`src/rtl/rv_instr_encoder.sv`:
```
// RV32I instruction encoder: descriptor in, packed instruction word plus
// instruction-memory word address out, through a two-stage valid/ready pipeline.
module rv_instr_encoder #(
  parameter int          ADDR_W    = 10,
  parameter int unsigned BASE_ADDR = 0
) (
  input  logic              clk,
  input  logic              rst,
  input  logic              start,
  input  logic              in_valid,
  output logic              in_ready,
  input  logic [2:0]        in_kind,
  input  logic [4:0]        in_rd,
  input  logic [4:0]        in_rs1,
  input  logic [4:0]        in_rs2,
  input  logic [2:0]        in_funct3,
  input  logic [6:0]        in_funct7,
  input  logic [31:0]       in_imm,
  output logic              out_valid,
  input  logic              out_ready,
  output logic [31:0]       out_instr,
  output logic [ADDR_W-1:0] out_addr,
  output logic              out_err,
  output logic [7:0]        err_count
);

  localparam logic [ADDR_W-1:0] L_BASE = ADDR_W'(BASE_ADDR);
  localparam logic [31:0]       L_NOP  = 32'h0000_0013;

  localparam logic [2:0] K_R   = 3'd0;
  localparam logic [2:0] K_I   = 3'd1;
  localparam logic [2:0] K_LW  = 3'd2;
  localparam logic [2:0] K_SW  = 3'd3;
  localparam logic [2:0] K_BEQ = 3'd4;
  localparam logic [2:0] K_JAL = 3'd5;

  // stage 1: captured descriptor
  logic              r_s1_valid;
  logic [2:0]        r_s1_kind;
  logic [4:0]        r_s1_rd;
  logic [4:0]        r_s1_rs1;
  logic [4:0]        r_s1_rs2;
  logic [2:0]        r_s1_f3;
  logic [6:0]        r_s1_f7;
  logic [20:0]       r_s1_imm;
  logic [ADDR_W-1:0] r_s1_addr;
  logic              r_s1_err;

  // stage 2: encoded word, drives all outputs
  logic              r_s2_valid;
  logic [31:0]       r_s2_instr;
  logic [ADDR_W-1:0] r_s2_addr;
  logic              r_s2_err;

  logic [ADDR_W-1:0] r_cnt;
  logic [7:0]        r_err_cnt;

  logic              w_s2_adv;
  logic              w_s1_adv;
  logic              w_accept;
  logic              w_deliver;
  logic [ADDR_W-1:0] w_addr;
  logic signed [31:0] w_imm_s;
  logic              w_in_err;
  logic [31:0]       w_enc;

  assign w_s2_adv  = !r_s2_valid || out_ready;
  assign w_s1_adv  = !r_s1_valid || w_s2_adv;
  assign in_ready  = w_s1_adv;
  assign w_accept  = in_valid && w_s1_adv;
  assign w_deliver = r_s2_valid && out_ready;
  assign w_addr    = start ? L_BASE : r_cnt;
  assign w_imm_s   = $signed(in_imm);

  always_comb begin
    w_in_err = 1'b0;
    case (in_kind)
      K_R:               w_in_err = 1'b0;
      K_I, K_LW, K_SW:   w_in_err = (w_imm_s < -32'sd2048) || (w_imm_s > 32'sd2047);
      K_BEQ:             w_in_err = (w_imm_s < -32'sd4096) || (w_imm_s > 32'sd4094) || in_imm[0];
      K_JAL:             w_in_err = (w_imm_s < -32'sd1048576) || (w_imm_s > 32'sd1048574)
                                    || in_imm[0];
      default:           w_in_err = 1'b1;
    endcase
  end

  always_comb begin
    w_enc = L_NOP;
    if (!r_s1_err) begin
      case (r_s1_kind)
        K_R:   w_enc = {r_s1_f7, r_s1_rs2, r_s1_rs1, r_s1_f3, r_s1_rd, 7'b0110011};
        K_I:   w_enc = {r_s1_imm[11:0], r_s1_rs1, r_s1_f3, r_s1_rd, 7'b0010011};
        K_LW:  w_enc = {r_s1_imm[11:0], r_s1_rs1, r_s1_f3, r_s1_rd, 7'b0000011};
        K_SW:  w_enc = {r_s1_imm[11:5], r_s1_rs2, r_s1_rs1, r_s1_f3, r_s1_imm[4:0],
                        7'b0100011};
        K_BEQ: w_enc = {r_s1_imm[12], r_s1_imm[10:5], r_s1_rs2, r_s1_rs1, 3'b000,
                        r_s1_imm[4:1], r_s1_imm[11], 7'b1100011};
        K_JAL: w_enc = {r_s1_imm[20], r_s1_imm[10:1], r_s1_imm[11], r_s1_imm[19:12],
                        r_s1_rd, 7'b1101111};
        default: w_enc = L_NOP;
      endcase
    end
  end

  // a start coincident with an accept gives that descriptor BASE_ADDR
  always_ff @(posedge clk or posedge rst) begin
    if (rst) begin
      r_cnt <= L_BASE;
    end else if (w_accept) begin
      r_cnt <= w_addr + ADDR_W'(1);
    end else if (start) begin
      r_cnt <= L_BASE;
    end
  end

  always_ff @(posedge clk or posedge rst) begin
    if (rst) begin
      r_s1_valid <= 1'b0;
      r_s1_kind  <= '0;
      r_s1_rd    <= '0;
      r_s1_rs1   <= '0;
      r_s1_rs2   <= '0;
      r_s1_f3    <= '0;
      r_s1_f7    <= '0;
      r_s1_imm   <= '0;
      r_s1_addr  <= '0;
      r_s1_err   <= 1'b0;
    end else if (w_s1_adv) begin
      r_s1_valid <= w_accept;
      if (w_accept) begin
        r_s1_kind <= in_kind;
        r_s1_rd   <= in_rd;
        r_s1_rs1  <= in_rs1;
        r_s1_rs2  <= in_rs2;
        r_s1_f3   <= in_funct3;
        r_s1_f7   <= in_funct7;
        r_s1_imm  <= in_imm[20:0];
        r_s1_addr <= w_addr;
        r_s1_err  <= w_in_err;
      end
    end
  end

  always_ff @(posedge clk or posedge rst) begin
    if (rst) begin
      r_s2_valid <= 1'b0;
      r_s2_instr <= '0;
      r_s2_addr  <= '0;
      r_s2_err   <= 1'b0;
    end else if (w_s2_adv) begin
      r_s2_valid <= r_s1_valid;
      if (r_s1_valid) begin
        r_s2_instr <= w_enc;
        r_s2_addr  <= r_s1_addr;
        r_s2_err   <= r_s1_err;
      end
    end
  end

  always_ff @(posedge clk or posedge rst) begin
    if (rst) begin
      r_err_cnt <= '0;
    end else if (w_deliver && r_s2_err && (r_err_cnt != 8'hFF)) begin
      r_err_cnt <= r_err_cnt + 8'd1;
    end
  end

  assign out_valid = r_s2_valid;
  assign out_instr = r_s2_instr;
  assign out_addr  = r_s2_addr;
  assign out_err   = r_s2_err;
  assign err_count = r_err_cnt;

endmodule

```
`config.mk`:
```
export PLATFORM = sky130hd
export DESIGN_NAME = rv_instr_encoder
export DESIGN_NICKNAME = d
export VERILOG_FILES = /design/src/rtl/rv_instr_encoder.sv
export SDC_FILE = /design/constraint.sdc
export NUM_CORES = 1
export LEC_CHECK = 0
export ABC_AREA = 1
export CORE_ASPECT_RATIO = 0.5
export CORE_UTILIZATION = 55
export DETAILED_ROUTE_END_ITERATION = 6
export PLACE_DENSITY = 0.9
export REMOVE_ABC_BUFFERS = 1
export SLEW_MARGIN = 0
export SYNTH_ARGS = -nofsm -noshare
export SYNTH_HDL_FRONTEND = slang
export SYNTH_SLANG_ARGS = --single-unit
```
`constraint.sdc`:
```
create_clock -name clk -period 11.5 [get_ports clk]
set_input_delay 2.3 -clock clk [delete_from_list [all_inputs] [get_ports clk]]
set_output_delay 2.3 -clock clk [all_outputs]
set_load 0.05 [all_outputs]
```
==> results.json, run 1 <==
{
  "status": "finished, final reports clean",
  "antenna_found_initial": 0,
  "ant_nets": 0,
  "first_pass_iters": 5,
  "powerDensity_mw_per_mm2": 200,
  "clk_pin_slew_worst_paths_ns": 0.05,
  "crit_type": "input port to output port",
  "cp_max_fo": 3,
  "ys_seq_area_share_pct": 55.8,
  "initial_core_util_pct": 57.1,
  "synth.area.top_cells": "dfrtp_1, nand2_1, inv_1",
  "synth_edf_count": 0,
  "synth_cell_types": 33,
  "grt_usage_pct": 29.6,
  "netlist_area_mm2": 0.00543,
  "final_area_mm2": 0.00735,
  "r2r_slack_ns": 8.88,
  "endpoint_kind": "output port",
  "muxShareOfSynthArea_pct": 0,
  "yosysTopAreaCellShare_pct": 55.8,
  "diodes": 0,
  "synth_top_family_by_area": "simple AND/OR/NAND/NOR gates",
  "cts-root-buf": "clkbuf_16",
  "crit_required_ns": 9.20,
  "io_buffer_count": 117,
  "maxSlewHeadroom_pct": 45.8,
  "ctsHoldBuffers": 0,
  "vias_per_cell": 5.35,
  "vdd_drop_max_mv": 0.124,
  "synth_top_cell_by_area": "dfrtp_1",
  "mostFrequentLayoutCells": "nand2_1, dfrtp_1, clkdlybuf4s50_1",
  "ctsResizeCount": 0,
  "htree_levels": 4,
  "routed_wl_mm": 14.2,
  "grt_max_degree": 66,
  "p_leak_nw": 3.54,
  "async_reset_ff_share_pct": 100,
  "finalSetupViolations": 0,
  "dp_hpwl_mm": 8.71,
  "core_mm2": 0.00951,
  "drive_gt1_share_pct": 7.00,
  "synthFlopType": "dfrtp_1",
  "grt_pass1_vias": 4847,
  "synth_compound_area_share_pct": 9.38,
  "wl_per_cell_um": 15.4,
  "numCtsBuffers": 17,
  "io-pin-count": 118,
  "place.gp.congestion": 0.835,
  "synth-warning-count": 0,
  "layout_commonest_cell": "nand2_1",
  "cp.arrival_ns": 3.82,
  "num_rows": 25,
  "synth_seq_cells": 121,
  "hold_viol_final": 0,
  "fin_tns_setup_ns": 0,
  "worst_slew_pin_slew_ns": 0.813,
  "dieHeight_um": 72.2,
  "final_max_slew_viol_count": 0,
  "min-delay-start": "out_addr[5]",
  "synth_xor_xnor_area_share_pct": 2.26,
  "synth-adder-area-share_pct": 0.461,
  "skew_ns": 0.00514,
  "place_area_mm2": 0.00670,
  "fin_crit_sh_pct": 53.2,
  "max-cap-violations": 0,
  "nets": 840,
  "cts_buffer_depth": 2,
  "hold_depth": 2,
  "layout_min_cycle_time_ns": 6.12,
  "worstSkewPairLatency_ns": 0.42,
  "yosys.area_share.simple_pct": 24.6,
  "clock-sinks": 121,
  "dieArea_mm2": 0.0103,
  "max_freq_ghz": 0.163,
  "area_growth_pct": 35.4,
  "vias": 4926,
  "r2r_end": "r_cnt[8]",
  "post-cts-setup-buffer-count": 0,
  "drt_first_iter_violations": 539,
  "reg2reg_from": "out_valid",
  "drc": 0,
  "avgSynthCellArea_um2": 8.28,
  "tritoncts": "done",
  "min_to": "out_addr[5]",
  "hold_path_class": "register to register",
  "rsz0062_at_grt": "false",
  "synth_cells": 655,
  "grt.overflow.total": 0,
  "r2r_cells": 9,
  "start_kind": "input port",
  "die_w_um": 142,
  "grt_pass1_wl_mm": 22.9
}
[area by class of cell]
cell class / instances / area (µm²)
Sequential cell: 121 / 3030
Tap cell: 135 / 169
Timing Repair Buffer: 121 / 1200
Inverter: 80 / 303
Clock inverter: 13 / 199
Multi-Input combinational cell: 432 / 1990
Clock buffer: 19 / 453
Fill cell: 603 / 2160
[synth_stat cells (3+ instances only)]
cell type and instances:
o21ai_1 11, nor2_2 3, clkbuf_1 9, xnor2_1 8, nand2_1 228, a22oi_1 7
xor2_1 6, nand3_1 30, dfrtp_1 121, inv_1 75, nor2_1 51, nand4_1 5
inv_2 5, a21oi_1 5, buf_2 10, nand3_2 3, buf_4 3, o22ai_1 5
a22o_1 4, o21ai_0 49
[critical path, stage by stage]
cell             delay [ns]
clkdlybuf4s50_1        0.47
inv_1                  0.06
nand3_1                0.15
clkdlybuf4s50_1        0.83
[registers in the layout (all words and copies together) (netlist names)]
signal and flops:
r_s1_kind 3, r_s1_err 1, r_s1_rs2 5, r_s1_rd 5, r_cnt 10, out_err 1
err_count 8, r_s1_addr 10, out_valid 1, out_addr 10, r_s1_f3 3, r_s1_valid 1
r_s1_f7 7, out_instr 30, r_s1_rs1 5, r_s1_imm 21
[worst max path at each step]
stage / from / cells after the start / endpoint / slack [ns]
after floorplan: rst / 1 / err_count[0] / 5.99
after global placement: out_ready / 4 / in_ready / 5.44
after detailed placement: out_ready / 4 / in_ready / 5.41
after CTS: out_ready / 4 / in_ready / 5.38
after global routing: out_ready / 4 / in_ready / 5.33
final: out_ready / 4 / in_ready / 5.38
[through the flow]
stage                     cells  setup slack [ns]  util (%)  power (mW)  hold slack, ns
final                       921              5.38      77.3        1.47           0.476
after global routing        921              5.33      77.3        1.52           0.497
after CTS                   921              5.38      77.3        1.47           0.481
after detailed placement    889              5.41      70.4       0.874           0.467
after global placement      889              5.44      70.4       0.865           0.456
after floorplan             633              5.99         -       0.744           0.442
[routing by layer]
metal | routed length, µm | track usage [%] | part of all wire (%) | vias to the layer above
met5 | 0 | 0 | 0 | -
met4 | 464 | 16.7 | 3.3 | 0
met3 | 965 | 7.19 | 6.8 | 45
met2 | 7000 | 50.2 | 49 | 222
met1 | 5730 | 35.5 | 40 | 2362
li1 | - | - | - | 2297
[power by group]
part	total [mW]	internal, mW	switching [mW]
clock	0.585	0.394	0.191
sequential	0.527	0.484	0.0433
combinational	0.355	0.116	0.239
[cells by family after synthesis]
logic type	count (synthesis)
DFF	121
and+or+nand+nor	328
AOI/OAI and AO/OA	88
xor gates and xnor gates	14
adders and majority gates	2
buffers and inverters	102
(Power assumes the default switching activity.)
==> run 2: changes to the inputs <==
--- a/config.mk
+++ b/config.mk
@@ -7,9 +7,9 @@
 export LEC_CHECK = 0
 export ABC_AREA = 1
 export CORE_ASPECT_RATIO = 0.5
-export CORE_UTILIZATION = 55
+export CORE_UTILIZATION = 46
 export DETAILED_ROUTE_END_ITERATION = 6
-export PLACE_DENSITY = 0.9
+export PLACE_DENSITY = 0.8
 export REMOVE_ABC_BUFFERS = 1
 export SLEW_MARGIN = 0
 export SYNTH_ARGS = -nofsm -noshare
==> constraint.sdc (replaced) <==
create_clock -name clk -period 5.25 [get_ports clk]
set_input_delay 1.05 -clock clk [delete_from_list [all_inputs] [get_ports clk]]
set_output_delay 1.05 -clock clk [all_outputs]
set_load 0.05 [all_outputs]
==> results.json, run 2 (synthesis results as in run 1) <==
{
  "first_pass_iters": 6,
  "skew_ns": 0.00640,
  "clock-sinks": 121,
  "max-cap-violations": 0,
  "cts_buffer_depth": 2,
  "diodes": 0,
  "fillers": 883,
  "setup_slack_ns": 1.64,
  "vdd_drop_max_mv": 0.198,
  "ctsHoldBuffers": 0,
  "clk_pin_slew_worst_paths_ns": 0.05,
  "powerDensity_mw_per_mm2": 426,
  "start_kind": "input port",
  "place.gp.congestion": 0.836,
  "die_w_um": 156,
  "multi_input_area_mm2": 0.00200,
  "hold_depth": 2,
  "seq_area_mm2": 0.00303,
  "drc": 0,
  "worstSkewPairLatency_ns": 0.41,
  "endpoint_kind": "output port",
  "grt.overflow.total": 0,
  "hold_path_class": "register to register",
  "crit_chain": "clkdlybuf4s50_1, inv_1, nand3_1, clkdlybuf4s50_1",
  "dp_hpwl_mm": 9.02,
  "antenna_found_initial": 0,
  "num_rows": 27,
  "final_util_pct": 65.3,
  "area_growth_pct": 35.3,
  "core_mm2": 0.0112,
  "initial_core_util_pct": 48.2,
  "vias_per_cell": 5.04,
  "dieArea_mm2": 0.0123,
  "fin_crit_sh_pct": 68.7,
  "worst_slew_pin_slew_ns": 0.699,
  "critical-path-slowest-cell": "clkdlybuf4s50_1",
  "numCtsBuffers": 17,
  "status": "finished, final reports clean",
  "dieHeight_um": 78.8,
  "htree_levels": 4,
  "drt_first_iter_violations": 306,
  "drive_gt1_share_pct": 6.75,
  "finalSetupViolations": 0,
  "place_area_mm2": 0.00674,
  "wl_per_cell_um": 14.3,
  "routed_wl_mm": 13.5,
  "r2r_cells": 8,
  "io_buffer_count": 117,
  "critical_path.most_common_cell": "clkdlybuf4s50_1",
  "fin_tns_setup_ns": 0,
  "rsz0062_at_grt": "false",
  "final_max_slew_viol_count": 0,
  "crit_type": "input port to output port",
  "nets": 841,
  "critPathMaxStageDelay_ns": 0.83,
  "final_area_mm2": 0.00734,
  "grt_max_degree": 61,
  "layout_commonest_cell": "nand2_1",
  "grt_pass1_vias": 4857,
  "ant_nets": 0,
  "vias": 4756,
  "grt_pass1_wl_mm": 22.5,
  "p_leak_nw": 3.53,
  "cp.arrival_ns": 2.56,
  "ctsResizeCount": 0,
  "largest_register_ffs": 30,
  "cts-root-buf": "clkbuf_16",
  "layout_min_cycle_time_ns": 3.61,
  "tritoncts": "done",
  "max_freq_ghz": 0.277,
  "grt_usage_pct": 23.7,
  "hold_viol_final": 0,
  "maxSlewHeadroom_pct": 53.4,
  "place_worst_setup_slack_ns": 1.65,
  "mostFrequentLayoutCells": "nand2_1, dfrtp_1, clkdlybuf4s50_1",
  "crit_required_ns": 4.20,
  "post-cts-setup-buffer-count": 0,
  "cp_max_fo": 3,
  "io-pin-count": 118
}
[run 2: path summary, 6_finish.rpt]
kind | start | endpoint | slack (ns)
max in group asynchronous | rst | r_cnt[3] | 3.14
worst min register to register | r_s1_imm[6] | r_s1_imm[6] | 0.48
worst max-delay path | out_ready | in_ready | 1.64
worst max register to register | out_valid | r_cnt[8] | 2.94
worst min-delay path | r_s1_imm[6] | r_s1_imm[6] | 0.48
min in group asynchronous | rst | out_instr[1] | 1.12
[run 2: power by group]
part,internal [mW],total [mW],switching (mW)
logic,0.254,0.767,0.513
clock network,0.810,1.21,0.397
registers,1.06,1.15,0.0912
[run 2: final cells by class]
| type | count | area share (%) |
|---|---|---|
| inverter | 80 | 4.12 |
| timing repair buffer | 122 | 16.5 |
| multi-input combinational | 432 | 27.2 |
| clock inverter | 9 | 2.01 |
| tap | 159 | 2.71 |
| clock buffer | 21 | 6.27 |
| sequential | 121 | 41.2 |
[run 2: stage by stage]
stage	hold WS (ns)	power, mW	cells
final	0.476	3.13	944
after global routing	0.504	3.26	944
after CTS	0.474	3.14	944
after detailed placement	0.460	1.92	914
after global placement	0.461	1.90	914
after floorplan	0.442	1.63	633
[run 2: worst max-delay path, delay by kind of cell]
family,cells,cell delay [ns]
buffers and inverters,3,1.38
AND/OR/NAND/NOR,1,0.13
[run 2: layer usage]
layer	track usage, %	part of all wire, %
met3	6.17	5.7
met4	10.3	1.4
met2	41.4	50
met5	0	0
met1	28.0	43
==> run 3: changes to the inputs <==
--- a/config.mk
+++ b/config.mk
@@ -7,9 +7,9 @@
 export LEC_CHECK = 0
 export ABC_AREA = 1
 export CORE_ASPECT_RATIO = 0.5
-export CORE_UTILIZATION = 46
+export CORE_UTILIZATION = 51
 export DETAILED_ROUTE_END_ITERATION = 6
-export PLACE_DENSITY = 0.8
+export PLACE_DENSITY = 0.84
 export REMOVE_ABC_BUFFERS = 1
 export SLEW_MARGIN = 0
 export SYNTH_ARGS = -nofsm -noshare
==> constraint.sdc (replaced) <==
create_clock -name clk -period 3.5 [get_ports clk]
set_input_delay 0.7 -clock clk [delete_from_list [all_inputs] [get_ports clk]]
set_output_delay 0.7 -clock clk [all_outputs]
set_load 0.05 [all_outputs]
==> results.json, run 3 (synthesis results as in run 1) <==
{
  "status": "finished, final reports clean",
  "hold_viol_final": 0,
  "drive_gt1_share_pct": 7.11,
  "ctsHoldBuffers": 0,
  "clock-sinks": 121,
  "seq_area_mm2": 0.00303,
  "layout_commonest_cell": "nand2_1",
  "vdd_drop_max_mv": 0.343,
  "fin_tns_setup_ns": 0,
  "final_area_mm2": 0.00737,
  "ant_nets": 0,
  "tritoncts": "done",
  "min-delay-start": "r_s1_imm[8]",
  "fillers": 778,
  "grt_max_degree": 60,
  "endpoint_kind": "output port",
  "area_growth_pct": 35.8,
  "reg2reg_from": "out_valid",
  "first_pass_iters": 5,
  "htree_levels": 4,
  "io_buffer_count": 117,
  "largest_register_ffs": 30,
  "post-cts-setup-buffer-count": 0,
  "drc": 0,
  "dp.cells": 896,
  "clk_pin_slew_worst_paths_ns": 0.05,
  "wl_per_cell_um": 13.7,
  "cp_max_fo": 3,
  "multi_input_area_mm2": 0.00199,
  "crit_start": "out_ready",
  "cts-root-buf": "clkbuf_16",
  "io-pin-count": 118,
  "nets": 842,
  "met1Wirelength_mm": 5.50,
  "die_w_um": 148,
  "numCtsBuffers": 17,
  "final_cells": 928,
  "grt_usage_pct": 24.5,
  "layout_min_cycle_time_ns": 2.94,
  "num_rows": 26,
  "routed_wl_mm": 12.7,
  "skew_ns": 0.00560,
  "cts_buffer_depth": 2,
  "vias": 4708,
  "hold_path_class": "register to register",
  "final_max_slew_viol_count": 0,
  "powerDensity_mw_per_mm2": 642,
  "maxSlewHeadroom_pct": 59.3,
  "highest_layer": "met4",
  "crit_type": "input port to output port",
  "place.gp.congestion": 0.807,
  "diodes": 0,
  "ctsResizeCount": 0,
  "dieHeight_um": 74.9,
  "max_freq_ghz": 0.340,
  "max-cap-violations": 0,
  "wl_met2_mm": 6.28,
  "grt.overflow.total": 0,
  "p_leak_nw": 3.54,
  "grt_pass1_wl_mm": 20.8,
  "crit_required_ns": 2.80,
  "finalSetupViolations": 0,
  "start_kind": "input port",
  "dp_hpwl_mm": 8.62,
  "core_mm2": 0.0103,
  "worst_slew_pin_slew_ns": 0.611,
  "antenna_found_initial": 0,
  "drt_first_iter_violations": 331,
  "worstSkewPairLatency_ns": 0.41,
  "hold_ws_ns": 0.475,
  "fin_crit_sh_pct": 84.0,
  "grt_pass1_vias": 4472,
  "rsz0062_at_grt": "false",
  "power_mw": 4.73,
  "vias_per_cell": 5.07,
  "initial_core_util_pct": 52.8,
  "cp.arrival_ns": 2.24,
  "dieArea_mm2": 0.0111,
  "place_area_mm2": 0.00673,
  "wl_met3_um": 721,
  "mostFrequentLayoutCells": "nand2_1, dfrtp_1, clkdlybuf4s50_1"
}
run 3: final timing paths:
kind | cells past startpoint | slack (ns) | endpoint
setup / recovery | 4 | 0.56 | in_ready
hold / removal | 2 | 0.48 | r_s1_imm[8]
setup reg to reg | 10 | 1.66 | r_s1_err
hold reg to reg | 2 | 0.48 | r_s1_imm[8]
max in group asynchronous | 3 | 1.99 | r_s1_rd[0]
min in group asynchronous | 2 | 0.71 | r_s1_rs1[3]
run 3: final cells by class:
cell class | count | area share, %
Clock buffer | 21 | 6.38
Clock inverter | 11 | 2.29
Inverter | 80 | 4.11
Multi-Input combinational cell | 432 | 27.1
Sequential cell | 121 | 41.1
Tap cell | 140 | 2.38
Timing Repair Buffer | 123 | 16.7
run 3: per-stage QoR:
| stage | utilization [%] | setup WS (ns) |
|---|---|---|
| final | 71.7 | 0.561 |
| after CTS | 71.7 | 0.576 |
| after detailed placement | 65.5 | 0.620 |
| after global routing | 71.7 | 0.509 |
| after global placement | 65.5 | 0.644 |
| after floorplan | - | -0.414 |
run 3: worst max-delay path: stages:
cell	delay, ns
clkdlybuf4s50_1	0.49
inv_1	0.07
nand3_1	0.14
clkdlybuf4s50_1	0.83
run 3: routing by layer:
metal | up-vias | track usage, %
met3 | 19 | 6.12
met4 | 0 | 9.85
li1 | 2309 | -
met1 | 2229 | 30.5
met2 | 151 | 42.3
met5 | - | 0
run 3: where the power goes:
| group | internal (mW) | total (mW) | switching (mW) | leakage, nW |
|---|---|---|---|---|
| clock network | 1.25 | 1.86 | 0.614 | 0.301 |
| registers | 1.59 | 1.73 | 0.137 | 1.56 |
| logic | 0.383 | 1.14 | 0.758 | 1.68 |
